### config.mk
export PLATFORM = sky130hd
export DESIGN_NAME = jt053247_draw_flat
export DESIGN_NICKNAME = d
export VERILOG_FILES = /design/src/rtl/jt053247_draw_if.sv /design/src/rtl/jt053247_draw.sv /design/src/flat_wrapper.sv
export SDC_FILE = /design/constraint.sdc
export NUM_CORES = 1
export LEC_CHECK = 0
export BUFFER_PORTS_ARGS = -buffer_cell sky130_fd_sc_hd__buf_2
export CORE_ASPECT_RATIO = 1.5
export CORE_UTILIZATION = 55
export DETAILED_ROUTE_END_ITERATION = 6
export PLACE_DENSITY = 0.79
export SYNTH_ARGS = -nofsm -noshare
export SYNTH_HDL_FRONTEND = slang
export SYNTH_SLANG_ARGS = --single-unit
### constraint.sdc
create_clock -name clk -period 8 [get_ports clk]
set_clock_uncertainty 0.15 [all_clocks]
set_input_delay 1.2 -clock clk [delete_from_list [all_inputs] [get_ports clk]]
set_output_delay 1.2 -clock clk [all_outputs]
set_load 0.01 [all_outputs]
### src/rtl/jt053247_draw_if.sv
`default_nettype none
// ============================================================================
//  Module      : jt053247_draw_if
//  Description : Bundle of draw-request, sprite-ROM and line-buffer signals
//                between the sprite scanner side and the tile drawer.
//  Revision    : 1.0 - initial release
// ============================================================================
interface jt053247_draw_if;
    logic        dr_start;
    logic        dr_busy;
    logic [15:0] code;
    logic [9:0]  attr;
    logic        hflip;
    logic [8:0]  hpos;
    logic [3:0]  ysub;
    logic [11:0] hzoom;
    logic        hz_keep;
    logic [20:0] rom_addr;
    logic        rom_cs;
    logic        rom_ok;
    logic [31:0] rom_data;
    logic [8:0]  buf_addr;
    logic [13:0] buf_din;
    logic        buf_we;

    // Scanner / ROM / line-buffer side: issues requests, answers ROM reads
    modport master (
        output dr_start, code, attr, hflip, hpos, ysub, hzoom, hz_keep,
        output rom_ok, rom_data,
        input  dr_busy, rom_addr, rom_cs, buf_addr, buf_din, buf_we
    );

    // Tile drawer side
    modport slave (
        input  dr_start, code, attr, hflip, hpos, ysub, hzoom, hz_keep,
        input  rom_ok, rom_data,
        output dr_busy, rom_addr, rom_cs, buf_addr, buf_din, buf_we
    );
endinterface
`default_nettype wire

### src/rtl/jt053247_draw.sv
`default_nettype none
// ============================================================================
//  Module      : jt053247_draw
//  Description : Draws one 16-pixel sprite tile row into a line buffer with
//                horizontal zoom. Two 32-bit ROM words are fetched, then one
//                output pixel is produced per clock from a fractional source
//                accumulator. Accumulator and position carry over to the next
//                tile of the same sprite when hz_keep is set.
//  Revision    : 1.0 - initial release
// ============================================================================
module jt053247_draw #(
    parameter logic [11:0] HZ_ONE = 12'h040,
    parameter int          MAXPXL = 256
) (
    input wire          clk,
    input wire          rst,
    jt053247_draw_if.slave bus
);

    localparam int              c_CW       = $clog2(MAXPXL + 1);
    // Accumulator value reached after 16 source pixels at 1:1 scale
    localparam logic [15:0]     c_TILE_END = {HZ_ONE, 4'b0000};
    localparam logic [c_CW-1:0] c_MAXCNT   = c_CW'(MAXPXL);

    typedef enum logic [1:0] {
        IDLE   = 2'd0,
        FETCH0 = 2'd1,
        FETCH1 = 2'd2,
        DRAW   = 2'd3
    } state_t;

    state_t          state_q, state_d;
    logic [15:0]     code_q, code_d;
    logic [9:0]      attr_q, attr_d;
    logic            hflip_q, hflip_d;
    logic [3:0]      ysub_q, ysub_d;
    logic [11:0]     step_q, step_d;
    logic [8:0]      pos_q, pos_d;
    logic [15:0]     acc_q, acc_d;
    logic [31:0]     word0_q, word0_d;
    logic [31:0]     word1_q, word1_d;
    logic [c_CW-1:0] cnt_q, cnt_d;
    logic            carry_ok_q, carry_ok_d;

    logic            w_half;
    logic [3:0]      w_src;
    logic [31:0]     w_word;
    logic [3:0]      w_pixel;
    logic [15:0]     w_acc_sum;
    logic [c_CW-1:0] w_cnt_inc;
    logic            w_tile_done;

    // With hflip the second half is fetched first; the half index is also
    // the address LSB and selects which word register receives the data.
    assign w_half      = (state_q == FETCH1) ^ hflip_q;
    assign w_src       = hflip_q ? ~acc_q[9:6] : acc_q[9:6];
    assign w_word      = w_src[3] ? word1_q : word0_q;
    assign w_pixel     = w_word[{~w_src[2:0], 2'b00} +: 4];
    assign w_acc_sum   = acc_q + {4'd0, step_q};
    assign w_cnt_inc   = cnt_q + c_CW'(1);
    // A carried accumulator can already be past the tile end on entry
    assign w_tile_done = (acc_q >= c_TILE_END);

    assign bus.dr_busy  = (state_q != IDLE);
    assign bus.rom_cs   = (state_q == FETCH0) || (state_q == FETCH1);
    assign bus.rom_addr = {code_q, ysub_q, w_half};
    assign bus.buf_addr = pos_q;
    assign bus.buf_din  = {attr_q, w_pixel};
    assign bus.buf_we   = (state_q == DRAW) && !w_tile_done && (w_pixel != 4'd0);

    // Next-state logic: request latch, two ROM fetches, then zoomed draw
    always_comb begin
        state_d    = state_q;
        code_d     = code_q;
        attr_d     = attr_q;
        hflip_d    = hflip_q;
        ysub_d     = ysub_q;
        step_d     = step_q;
        pos_d      = pos_q;
        acc_d      = acc_q;
        word0_d    = word0_q;
        word1_d    = word1_q;
        cnt_d      = cnt_q;
        carry_ok_d = carry_ok_q;
        case (state_q)
            IDLE: begin
                if (bus.dr_start) begin
                    code_d     = bus.code;
                    attr_d     = bus.attr;
                    hflip_d    = bus.hflip;
                    ysub_d     = bus.ysub;
                    step_d     = (bus.hzoom == 12'd0) ? 12'd1 : bus.hzoom;
                    cnt_d      = '0;
                    carry_ok_d = 1'b1;
                    if (bus.hz_keep && carry_ok_q) begin
                        acc_d = w_tile_done ? (acc_q - c_TILE_END) : 16'd0;
                    end else begin
                        acc_d = 16'd0;
                        pos_d = bus.hpos;
                    end
                    state_d = FETCH0;
                end
            end
            FETCH0, FETCH1: begin
                if (bus.rom_ok) begin
                    if (w_half) begin
                        word1_d = bus.rom_data;
                    end else begin
                        word0_d = bus.rom_data;
                    end
                    state_d = (state_q == FETCH0) ? FETCH1 : DRAW;
                end
            end
            DRAW: begin
                if (w_tile_done) begin
                    state_d = IDLE;
                end else begin
                    acc_d = w_acc_sum;
                    pos_d = pos_q + 9'd1;
                    cnt_d = w_cnt_inc;
                    if ((w_acc_sum >= c_TILE_END) || (w_cnt_inc == c_MAXCNT)) begin
                        state_d = IDLE;
                    end
                end
            end
            default: state_d = IDLE;
        endcase
    end

    // State and datapath registers; reset clears everything including carry
    always_ff @(posedge clk or posedge rst) begin
        if (rst) begin
            state_q    <= IDLE;
            code_q     <= '0;
            attr_q     <= '0;
            hflip_q    <= 1'b0;
            ysub_q     <= '0;
            step_q     <= '0;
            pos_q      <= '0;
            acc_q      <= '0;
            word0_q    <= '0;
            word1_q    <= '0;
            cnt_q      <= '0;
            carry_ok_q <= 1'b0;
        end else begin
            state_q    <= state_d;
            code_q     <= code_d;
            attr_q     <= attr_d;
            hflip_q    <= hflip_d;
            ysub_q     <= ysub_d;
            step_q     <= step_d;
            pos_q      <= pos_d;
            acc_q      <= acc_d;
            word0_q    <= word0_d;
            word1_q    <= word1_d;
            cnt_q      <= cnt_d;
            carry_ok_q <= carry_ok_d;
        end
    end

endmodule
`default_nettype wire

### src/flat_wrapper.sv
// flat-port wrapper written by rule: the top's interface ports become plain ports
module jt053247_draw_flat 
#(
    parameter logic [11:0] HZ_ONE = 12'h040,
    parameter int          MAXPXL = 256
)
  (clk, rst, bus_dr_start, bus_code, bus_attr, bus_hflip, bus_hpos, bus_ysub, bus_hzoom, bus_hz_keep, bus_rom_ok, bus_rom_data, bus_dr_busy, bus_rom_addr, bus_rom_cs, bus_buf_addr, bus_buf_din, bus_buf_we);
  jt053247_draw_if bus_i ();
  input wire clk;
  input wire rst;
  input wire logic [$bits(bus_i.dr_start)-1:0] bus_dr_start;
  input wire logic [$bits(bus_i.code)-1:0] bus_code;
  input wire logic [$bits(bus_i.attr)-1:0] bus_attr;
  input wire logic [$bits(bus_i.hflip)-1:0] bus_hflip;
  input wire logic [$bits(bus_i.hpos)-1:0] bus_hpos;
  input wire logic [$bits(bus_i.ysub)-1:0] bus_ysub;
  input wire logic [$bits(bus_i.hzoom)-1:0] bus_hzoom;
  input wire logic [$bits(bus_i.hz_keep)-1:0] bus_hz_keep;
  input wire logic [$bits(bus_i.rom_ok)-1:0] bus_rom_ok;
  input wire logic [$bits(bus_i.rom_data)-1:0] bus_rom_data;
  output wire logic [$bits(bus_i.dr_busy)-1:0] bus_dr_busy;
  output wire logic [$bits(bus_i.rom_addr)-1:0] bus_rom_addr;
  output wire logic [$bits(bus_i.rom_cs)-1:0] bus_rom_cs;
  output wire logic [$bits(bus_i.buf_addr)-1:0] bus_buf_addr;
  output wire logic [$bits(bus_i.buf_din)-1:0] bus_buf_din;
  output wire logic [$bits(bus_i.buf_we)-1:0] bus_buf_we;
  assign bus_i.dr_start = bus_dr_start;
  assign bus_i.code = bus_code;
  assign bus_i.attr = bus_attr;
  assign bus_i.hflip = bus_hflip;
  assign bus_i.hpos = bus_hpos;
  assign bus_i.ysub = bus_ysub;
  assign bus_i.hzoom = bus_hzoom;
  assign bus_i.hz_keep = bus_hz_keep;
  assign bus_i.rom_ok = bus_rom_ok;
  assign bus_i.rom_data = bus_rom_data;
  assign bus_dr_busy = bus_i.dr_busy;
  assign bus_rom_addr = bus_i.rom_addr;
  assign bus_rom_cs = bus_i.rom_cs;
  assign bus_buf_addr = bus_i.buf_addr;
  assign bus_buf_din = bus_i.buf_din;
  assign bus_buf_we = bus_i.buf_we;
  jt053247_draw #(.HZ_ONE(HZ_ONE), .MAXPXL(MAXPXL)) u_core (.clk(clk), .rst(rst), .bus(bus_i));
endmodule
# After elaboration in Yosys (flattened, before gate mapping)
# Cells that the tools add are included.
[word_totals] reg_bits=144 input_bits=89 out_inout_bits=47 word_cells=71
[classes] n_addsub=4 n_lt_le_gt_ge=2 eq_ne=9 shift=1 muxes=21 bitwise=4 n_reduce_logical=18
[op_table] cell="16-bit two-way mux" count=4
[op_table] cell="9-bit two-way mux" count=5
[op_table] cell="9-bit one-hot mux with 2 select lines" count=2
[op_table] cell="16-bit by 11-bit greater-or-equal comparator with 1-bit output, second input constant" count=2
[op_table] cell="32-bit two-way mux" count=1
[op_table] cell="16-bit one-hot mux with 2 select lines" count=1
[op_table] cell="32-bit by 6-bit indexed part select with 4-bit output" count=1
[op_table] cell="9-bit by 1-bit adder with 9-bit output, second input constant" count=2
[op_table] cell="16-bit by 12-bit adder with 16-bit output" count=1
[op_table] cell="16-bit by 11-bit subtractor with 16-bit output, second input constant" count=1
[op_table] cell="12-bit logical NOT" count=1
[op_table] cell="12-bit two-way mux" count=1
[op_table] cell="3-bit AND reduction" count=4
[op_table] cell="9-bit == test, second input constant" count=1
[op_table] cell="2-bit two-way mux" count=4
[op_table] cell="2-bit != test, second input constant" count=4
[op_table] cell="2-bit one-hot mux with 3 select lines" count=1
[op_table] cell="2-bit == test, second input constant" count=2
[op_table] cell="4-bit two-way mux" count=1
[op_table] cell="4-bit NOT" count=1
[op_table] cell="4-bit AND reduction" count=1
[op_table] cell="2-bit nonzero test" count=2
[op_table] cell="4-bit nonzero test" count=1
[op_table] cell="1-bit logical AND" count=3
[op_table] cell="other kinds (11)" count=12

# Depth between registers and ports, before layout
# Gate-level depths: netlist of run 1.
[depth] depth_word=6 mapped_depth=9 mapped_depth_nobuf=9

# Least setup slack after synthesis of run 1
# OpenSTA, ideal clock, no wires.
[synth_path] path_type="register to output" startpoint="reg u_core.hflip_q" endpoint="out bus_buf_we" arrival_ns=2.488 t_required_ns=6.650 slack_ns=4.162 stages_incl_launch_ff=8 n_path_buf=2 cell_sequence="dfrtp_1 -> buf_6 -> xnor2_2 -> buf_6 -> mux4_2 -> mux4_2 -> nor4_1 -> nor2_1"
[synth_between] elab_chain_cells=5 elab_cells_between_ends=6 classes_between="shift: 1; mux: 2; bitwise: 1; reduce/logical: 2"
[synth_lines] element="start, declared" line="jt053247_draw.sv:35" text="logic hflip_q, hflip_d;"
[synth_lines] element="start signal, assigned" line="jt053247_draw.sv:149" text="hflip_q <= hflip_d;"
[synth_lines] element="4-bit two-way mux *" line="jt053247_draw.sv:56" text="assign w_src = hflip_q ? ~acc_q[9:6] : acc_q[9:6];"
[synth_lines] element="32-bit two-way mux or 3-bit NOT (tied branches)" line="jt053247_draw.sv:57, jt053247_draw.sv:58"
[synth_lines] element="32-bit by 6-bit indexed part select with 4-bit output *" line="jt053247_draw.sv:58" text="assign w_pixel = w_word[{~w_src[2:0], 2'b00} +: 4];"
[synth_lines] element="named net bus_buf_din[3]" line="flat_wrapper.sv:25" text="output wire logic [$bits(bus_i.buf_din)-1:0] bus_buf_din;"
[synth_lines] element="4-bit nonzero test *" line="jt053247_draw.sv:69" text="assign bus.buf_we = (state_q == DRAW) && !w_tile_done && (w_pixel != 4'd0);"
[synth_lines] element="1-bit logical AND *" line="jt053247_draw.sv:69"
[synth_lines] element="end, declared" line="flat_wrapper.sv:26" text="output wire logic [$bits(bus_i.buf_we)-1:0] bus_buf_we;"
# The timed path passes the listed nets; every way through them passes the cells marked *.

# Worst setup path after layout of run 1
[layout_path] startpoint="reg u_core.hflip_q" endpoint="out bus_buf_we"
[layout_between] elab_chain_cells=5 elab_cells_between_ends=6 classes_between="shift: 1; mux: 2; bitwise: 1; reduce/logical: 2"
[layout_lines] element="4-bit two-way mux *" line="jt053247_draw.sv:56"
[layout_lines] element="32-bit two-way mux or 3-bit NOT (tied branches)" line="jt053247_draw.sv:57, jt053247_draw.sv:58"
[layout_lines] element="32-bit by 6-bit indexed part select with 4-bit output *" line="jt053247_draw.sv:58"
[layout_lines] element="4-bit nonzero test *" line="jt053247_draw.sv:69"
[layout_lines] element="1-bit logical AND *" line="jt053247_draw.sv:69"
# Every way passes the cells marked *; elsewhere a longest branch is shown, timed or not.

==> impl_metrics.yaml, run 1 <==
status:
  status: "completed"
clock_network:
  cts_tree: "done"
  path_clk_slew_ns: 0.06
  htreeDepth: 4
  root_buffer: "clkbuf_16"
  numCtsBuffers: 17
  clkLatencyLatePin_ns: 0.41
  cts_resized: 0
  cts.path.max_buffers: 2
  cts_setup_buffers: 0
  clock-sinks: 144
  cts_hold_buffers: 0
sta:
  tightest_slew_ns: 1.135
  fin_crit_ns: 4.395
  rsz0062_at_grt: "no"
  hold_viol_final: 0
  setup_viol: 0
  fmax_ghz: 0.2276
  max_slew_margin_pct: 24.33
  report.final.slew_viol_count: 0
  fin_tns_setup_ns: 0
  min_period_over_period_pct: 54.93
  hold-worst-slack_ns: 0.3341
synthesis:
  synth_top_family_by_area: "multiplexers"
  synth.avg_cell_area_um2: 12.55
  synthXorXnorAreaFrac_pct: 1.844
  postSynthCellCount: 562
  synth_fa_ha_area_share_pct: 3.830
  synth-compound-area-share_pct: 9.505
  netlist_area_um2: 7056
  synth_top_area_share_pct: 51.07
  synthSimpleGateAreaFrac_pct: 7.306
  synth_mux_area_share_pct: 24.21
  yosys_most_used_dff: "dfrtp_1"
  synth_edf_count: 0
  syn_nets: 672
  synth.distinct_cells: 50
  synth_top_cell_by_area: "dfrtp_1"
  async_flop_share_pct: 100.0
  yosys_warnings: 0
  ys_ff_latch: 144
  netlist_top_cells_area: "dfrtp_1, mux2_2, mux4_2, ha_1, a21oi_1"
  ys_seq_area_share_pct: 51.07
power:
  combPwrFrac_pct: 45.2
  p_switching_mw: 1.398
  pwr-share-clk_pct: 20.8
  switching_share_pct: 36.13
  leakage_nw: 3.820
  power_density_nw_per_um2: 457.2
  power.share.sequential_pct: 33.9
  ir_drop_mv: 0.2603
  p_int_mw: 2.471
place:
  place.gp.congestion: 0.9297
  post-dp-hpwl_mm: 11.13
  dpl-instance-area_um2: 7860
  port_buffers: 135
route:
  first_pass_iters: 4
  antenna_left: 0
  drt-initial-drc-count: 280
  drt-wirelength-per-cell_um: 18.57
  vias: 5165
  via_per_inst: 5.978
  drc_errors: 0
  routed_wl_mm: 16.04
grt:
  gr-total-overflow: 0
  grt_pass1_vias: 5382
  antenna_found_initial: 0
  grt_util_all_layers_pct: 25.76
  grt_pass1_wl_mm: 26.10
  grt_max_degree: 86
min_path:
  worstHoldStart: "u_core.word1_q[16]"
  hp-class: "flop to flop"
  holdPathEnd: "u_core.word1_q[16]"
  worstHoldPathCells: 1
cells_and_area:
  layout_commonest_cell: "dfrtp_1"
  antennaDiodeCount: 0
  nets: 806
  area_growth_syn_to_layout_pct: 19.93
  layout_common_cells: "dfrtp_1, buf_2, mux2_2"
  drive_above_1_share_pct: 42.09
  design_area_um2: 8462
floorplan:
  initial_core_util_pct: 56.39
  pin_count: 136
  die_w_um: 94.48
  rows: 50
  core_area_um2: 12510
  fp.dieH_um: 140.7
  die-area_um2: 13290
setup_path:
  timing.rr.start: "u_core.state_q[0]"
  critPathMaxFanout: 16
  cp_slowest_cell: "mux4_1"
  crit_chain: "xnor2_2 > buf_4 > mux4_1 > mux4_2 > nor4_1 > nor2_1 > buf_2"
  critPathRequiredTime_ns: 6.65
  critPathKind: "flop to primary output"
  r2r_cells: 6
  startpoint_type: "flop"
  r2r_slack_ns: 4.42
  critPathCaptureType: "primary output"
  critPathMaxStageDelay_ns: 0.62
  cp.arrival_ns: 3.04
  r2r_end: "u_core.bus.buf_addr[8]"
job:
  maxCapViolCount: 0
==> power by group through the flow <==
| stage | registers (mW) | logic, mW | clock network, mW |
|---|---|---|---|
| 2_1_floorplan | 1.28 | 1.27 | 0 |
| 6_report | 1.31 | 1.75 | 0.806 |
| 3_3_place_gp | 1.30 | 1.65 | 0 |
| 5_1_grt | 1.35 | 1.90 | 0.847 |
| 4_1_cts | 1.31 | 1.76 | 0.819 |
| 3_5_place_dp | 1.32 | 1.73 | 0 |
==> metal layers <==
| metal | GRT usage [%] | routed length (um) | part of all wire [%] | vias up |
|---|---|---|---|---|
| li1 | - | - | - | 2358 |
| met1 | 29.18 | 5881 | 37 | 2584 |
| met2 | 46.15 | 8885 | 55 | 175 |
| met3 | 5.394 | 774 | 4.8 | 48 |
| met4 | 11.00 | 501 | 3.1 | 0 |
| met5 | 0 | 0 | 0 | - |
==> cells in the mapped netlist, types with 5 or more instances <==
cell type and count:
dfrtp_1 144, mux2_2 101, nand2_1 35, a21oi_1 29
nor2_1 23, o21ai_1 23, ha_1 20, o21ai_0 20
clkbuf_1 17, mux4_2 17, inv_1 11, nand3_1 11
xor2_1 9, nor3_1 8, mux2_1 7, a31oi_1 6
a211oi_1 5, nand4_1 5, nor4_1 5
==> worst max-delay path: cells and delay by family (launching register included) <==
family | cells | cell delay [ns]
buffers and inverters | 2 | 0.46
flip-flops | 1 | 0.51
AND/OR/NAND/NOR | 2 | 0.38
multiplexers | 2 | 1.13
XOR/XNOR | 1 | 0.14
==> layout make-up <==
type	instances	area (um2)
Fill cell	906	4050
Sequential cell	144	3603
Multi-Input combinational cell	382	3302
Timing Repair Buffer	140	713.2
Clock buffer	19	442.9
Tap cell	156	195.2
Clock inverter	12	158.9
Inverter	11	46.29
==> worst max path at each step <==
| stage | from | end | depth (start not counted) |
|---|---|---|---|
| floorplan | rst | u_core.acc_q[0] | 1 |
| global placement | u_core.hflip_q | bus_buf_we | 7 |
| detailed placement | bus_dr_start | u_core.bus.buf_addr[8] | 8 |
| CTS | u_core.hflip_q | bus_buf_we | 7 |
| global route | u_core.hflip_q | bus_buf_we | 7 |
| finish | u_core.hflip_q | bus_buf_we | 7 |
==> registers in the layout, indices dropped and copies added, names as in the netlist <==
name                 cells
u_core.state_q           2
u_core.attr_q           10
u_core.word0_q          32
u_core.step_q           12
u_core.ysub_q            4
u_core.code_q           16
u_core.carry_ok_q        1
u_core.bus.buf_addr      9
u_core.acc_q            16
u_core.hflip_q           1
u_core.cnt_q             9
u_core.word1_q          32
==> metrics by stage <==
step | power [mW] | utilization [%] | worst slack, ns | std cells
floorplan | 2.557 | - | 2.784 | 562
global route | 4.102 | 67.63 | 3.400 | 864
detailed placement | 3.044 | 62.82 | 3.948 | 833
global placement | 2.951 | 62.82 | 4.122 | 833
finish | 3.869 | 67.63 | 3.605 | 864
CTS | 3.889 | 67.63 | 3.560 | 864
==> kinds of logic after synthesis <==
kind of cell / count (synthesis)
buffers and inverters: 36
DFF: 144
xor gates and xnor gates: 14
adders and majority gates: 21
muxes: 131
and+or+nand+nor: 106
AOI/OAI and AO/OA: 110
Note: power is estimated with default switching activity, not from simulation.
==> run 2: changes to the inputs <==
--- a/config.mk
+++ b/config.mk
@@ -7,9 +7,9 @@
 export LEC_CHECK = 0
 export BUFFER_PORTS_ARGS = -buffer_cell sky130_fd_sc_hd__buf_2
 export CORE_ASPECT_RATIO = 1.5
-export CORE_UTILIZATION = 55
+export CORE_UTILIZATION = 50
 export DETAILED_ROUTE_END_ITERATION = 6
-export PLACE_DENSITY = 0.79
+export PLACE_DENSITY = 0.76
 export SYNTH_ARGS = -nofsm -noshare
 export SYNTH_HDL_FRONTEND = slang
 export SYNTH_SLANG_ARGS = --single-unit
==> constraint.sdc (replaced) <==
create_clock -name clk -period 3.53 [get_ports clk]
set_clock_uncertainty 0.15 [all_clocks]
set_input_delay 0.5295 -clock clk [delete_from_list [all_inputs] [get_ports clk]]
set_output_delay 0.5295 -clock clk [all_outputs]
set_load 0.01 [all_outputs]
==> run 2 against run 1 <==
Utilization fell by 4.1 points; final cell count rose by 3.0%; sequential cell count did not move; register-to-register slack got worse by 4.0 ns; power rose by 140%; clock-buffer cell count fell by 1; sequential power rose by 130%; clock power rose by 130%; die area rose by 9.8%; hold slack got worse by 0.16 ns; critical path depth rose by 1; worst setup slack got worse by 3.6 ns; critical path type unchanged.
==> impl_metrics.yaml, run 2 (synthesis gave the netlist of run 1 again) <==
route:
  drc_errors: 0
  via_per_inst: 5.819
  wl_met2_mm: 8.905
  antenna_left: 0
  drt-wirelength-per-cell_um: 18.36
  wl_met3_um: 538
  m1WireLength_mm: 6.381
  routed_wl_mm: 16.34
  vias: 5179
  drt-initial-drc-count: 276
  first_pass_iters: 4
  highest_layer: "met4"
place:
  port_buffers: 135
  place.gp.congestion: 0.8713
  dp_slack_ns: 0.2546
  post-dp-hpwl_mm: 11.70
cells_and_area:
  layout_commonest_cell: "dfrtp_1"
  area_growth_syn_to_layout_pct: 23.07
  layout_common_cells: "dfrtp_1, buf_2, mux2_2"
  drive_above_1_share_pct: 44.51
  top_regs: "u_core.word0_q: 32 flops, u_core.word1_q: 32 flops"
  nets: 825
  antennaDiodeCount: 0
sta:
  worst_slack_ns: 0.01822
  report.final.slew_viol_count: 0
  setup_viol: 0
  fmax_ghz: 0.2848
  hold_viol_final: 0
  min_period_over_period_pct: 99.48
  fin_tns_setup_ns: 0
  rsz0062_at_grt: "yes"
  max_slew_margin_pct: 35.83
  fin_crit_ns: 3.512
  tightest_slew_ns: 0.9605
grt:
  grt_pass1_wl_mm: 26.79
  grt_max_degree: 47
  grt_util_all_layers_pct: 23.61
  antenna_found_initial: 0
  grt_pass1_vias: 5520
  gr-total-overflow: 0
clock_network:
  htreeDepth: 4
  numCtsBuffers: 17
  path_clk_slew_ns: 0.06
  cts.path.max_buffers: 2
  clkLatencyLatePin_ns: 0.41
  cts_tree: "done"
  clock-sinks: 144
  root_buffer: "clkbuf_16"
setup_path:
  cp.arrival_ns: 2.83
  r2r_cells: 9
  r2r_end: "u_core.state_q[0]"
  r2r_slack_ns: 0.43
  critPathKind: "flop to primary output"
  critPathCaptureType: "primary output"
  startpoint_type: "flop"
  critPathMaxFanout: 8
  critPathRequiredTime_ns: 2.85
  timing.rr.start: "u_core.acc_q[0]"
job:
  maxCapViolCount: 0
floorplan:
  fp.dieH_um: 147.5
  initial_core_util_pct: 51.64
  core_area_um2: 13660
  die_w_um: 98.99
  pin_count: 136
  die-area_um2: 14600
  rows: 52
power:
  ir_drop_mv: 0.5734
  power_density_nw_per_um2: 1052
  leakage_nw: 3.911
status:
  status: "completed"
min_path:
  hp-class: "primary input to async pin"
## run 2: cell types whose count changed in the layout (fill, tap and decap cells not counted), moves of 2 or more
cell and delta:
buf_12 +2, buf_4 +15, clkinvlp_4 +2, dfrtp_1 -2
dfrtp_2 +2, mux4_1 -3, mux4_2 +3
## run 2: how the worst max path moves through the flow
stage / from / end / cells past startpoint
after floorplan: u_core.hflip_q / bus_buf_we / 7
after global placement: u_core.acc_q[6] / bus_buf_we / 7
after detailed placement: u_core.acc_q[6] / bus_buf_we / 7
after CTS: u_core.acc_q[6] / bus_buf_we / 7
after global routing: u_core.hflip_q / bus_buf_we / 8
final: u_core.hflip_q / bus_buf_we / 8
## run 2: final cells by class
| type | instances | area (um2) |
|---|---|---|
| clock buffers | 18 | 429.2 |
| clock inverters | 14 | 181.4 |
| fillers | 1051 | 4980 |
| inverters | 11 | 45.04 |
| multi-input cells | 382 | 3317 |
| flip-flops and latches | 144 | 3606 |
| well taps | 162 | 202.7 |
| repair buffers | 159 | 902.1 |
## run 2: layer usage
layer | vias to the layer above | GRT usage, %
met5 | - | 0
met4 | 0 | 11.94
met3 | 29 | 4.539
met2 | 137 | 42.06
met1 | 2621 | 26.82
li1 | 2392 | -
## run 2: report_power, final
group	internal (mW)	switching (mW)
clock network	1.12	0.721
registers	2.44	0.541
logic	2.24	2.08
total	5.80	3.34
## run 2: what timing repair did
| action | 4_1_cts | 5_1_grt |
|---|---|---|
| setup endpoints to repair | 1 | 1 |
| gates resized for setup | 5 | 4 |
| pin swaps | 0 | 1 |
| hold endpoints to repair | 0 | 0 |
| buffers inserted | 3 | 3 |
| hold buffers | 0 | 0 |
| cloned | 0 | 1 |
## run 2: metrics by stage
stage          area, um2  util, %  instances  hold WS [ns]  power (mW)
3_3_place_gp        7981    58.42        851        0.3122       6.785
4_1_cts             8618    63.08        886        0.1776       9.041
6_report            8683    63.55        890        0.1760       9.137
2_1_floorplan       7059        -        562        0.2980       5.794
5_1_grt             8683    63.55        890        0.1827       9.672
3_5_place_dp        7981    58.42        851        0.3276       7.014
## run 2: critical path: stages (launching register included)
cell       delay, ns
dfrtp_2         0.44
xnor2_4         0.25
clkbuf_16       0.21
buf_4           0.12
mux4_2          0.50
mux4_2          0.53
nor4_4          0.15
nor2_1          0.07
buf_2           0.14
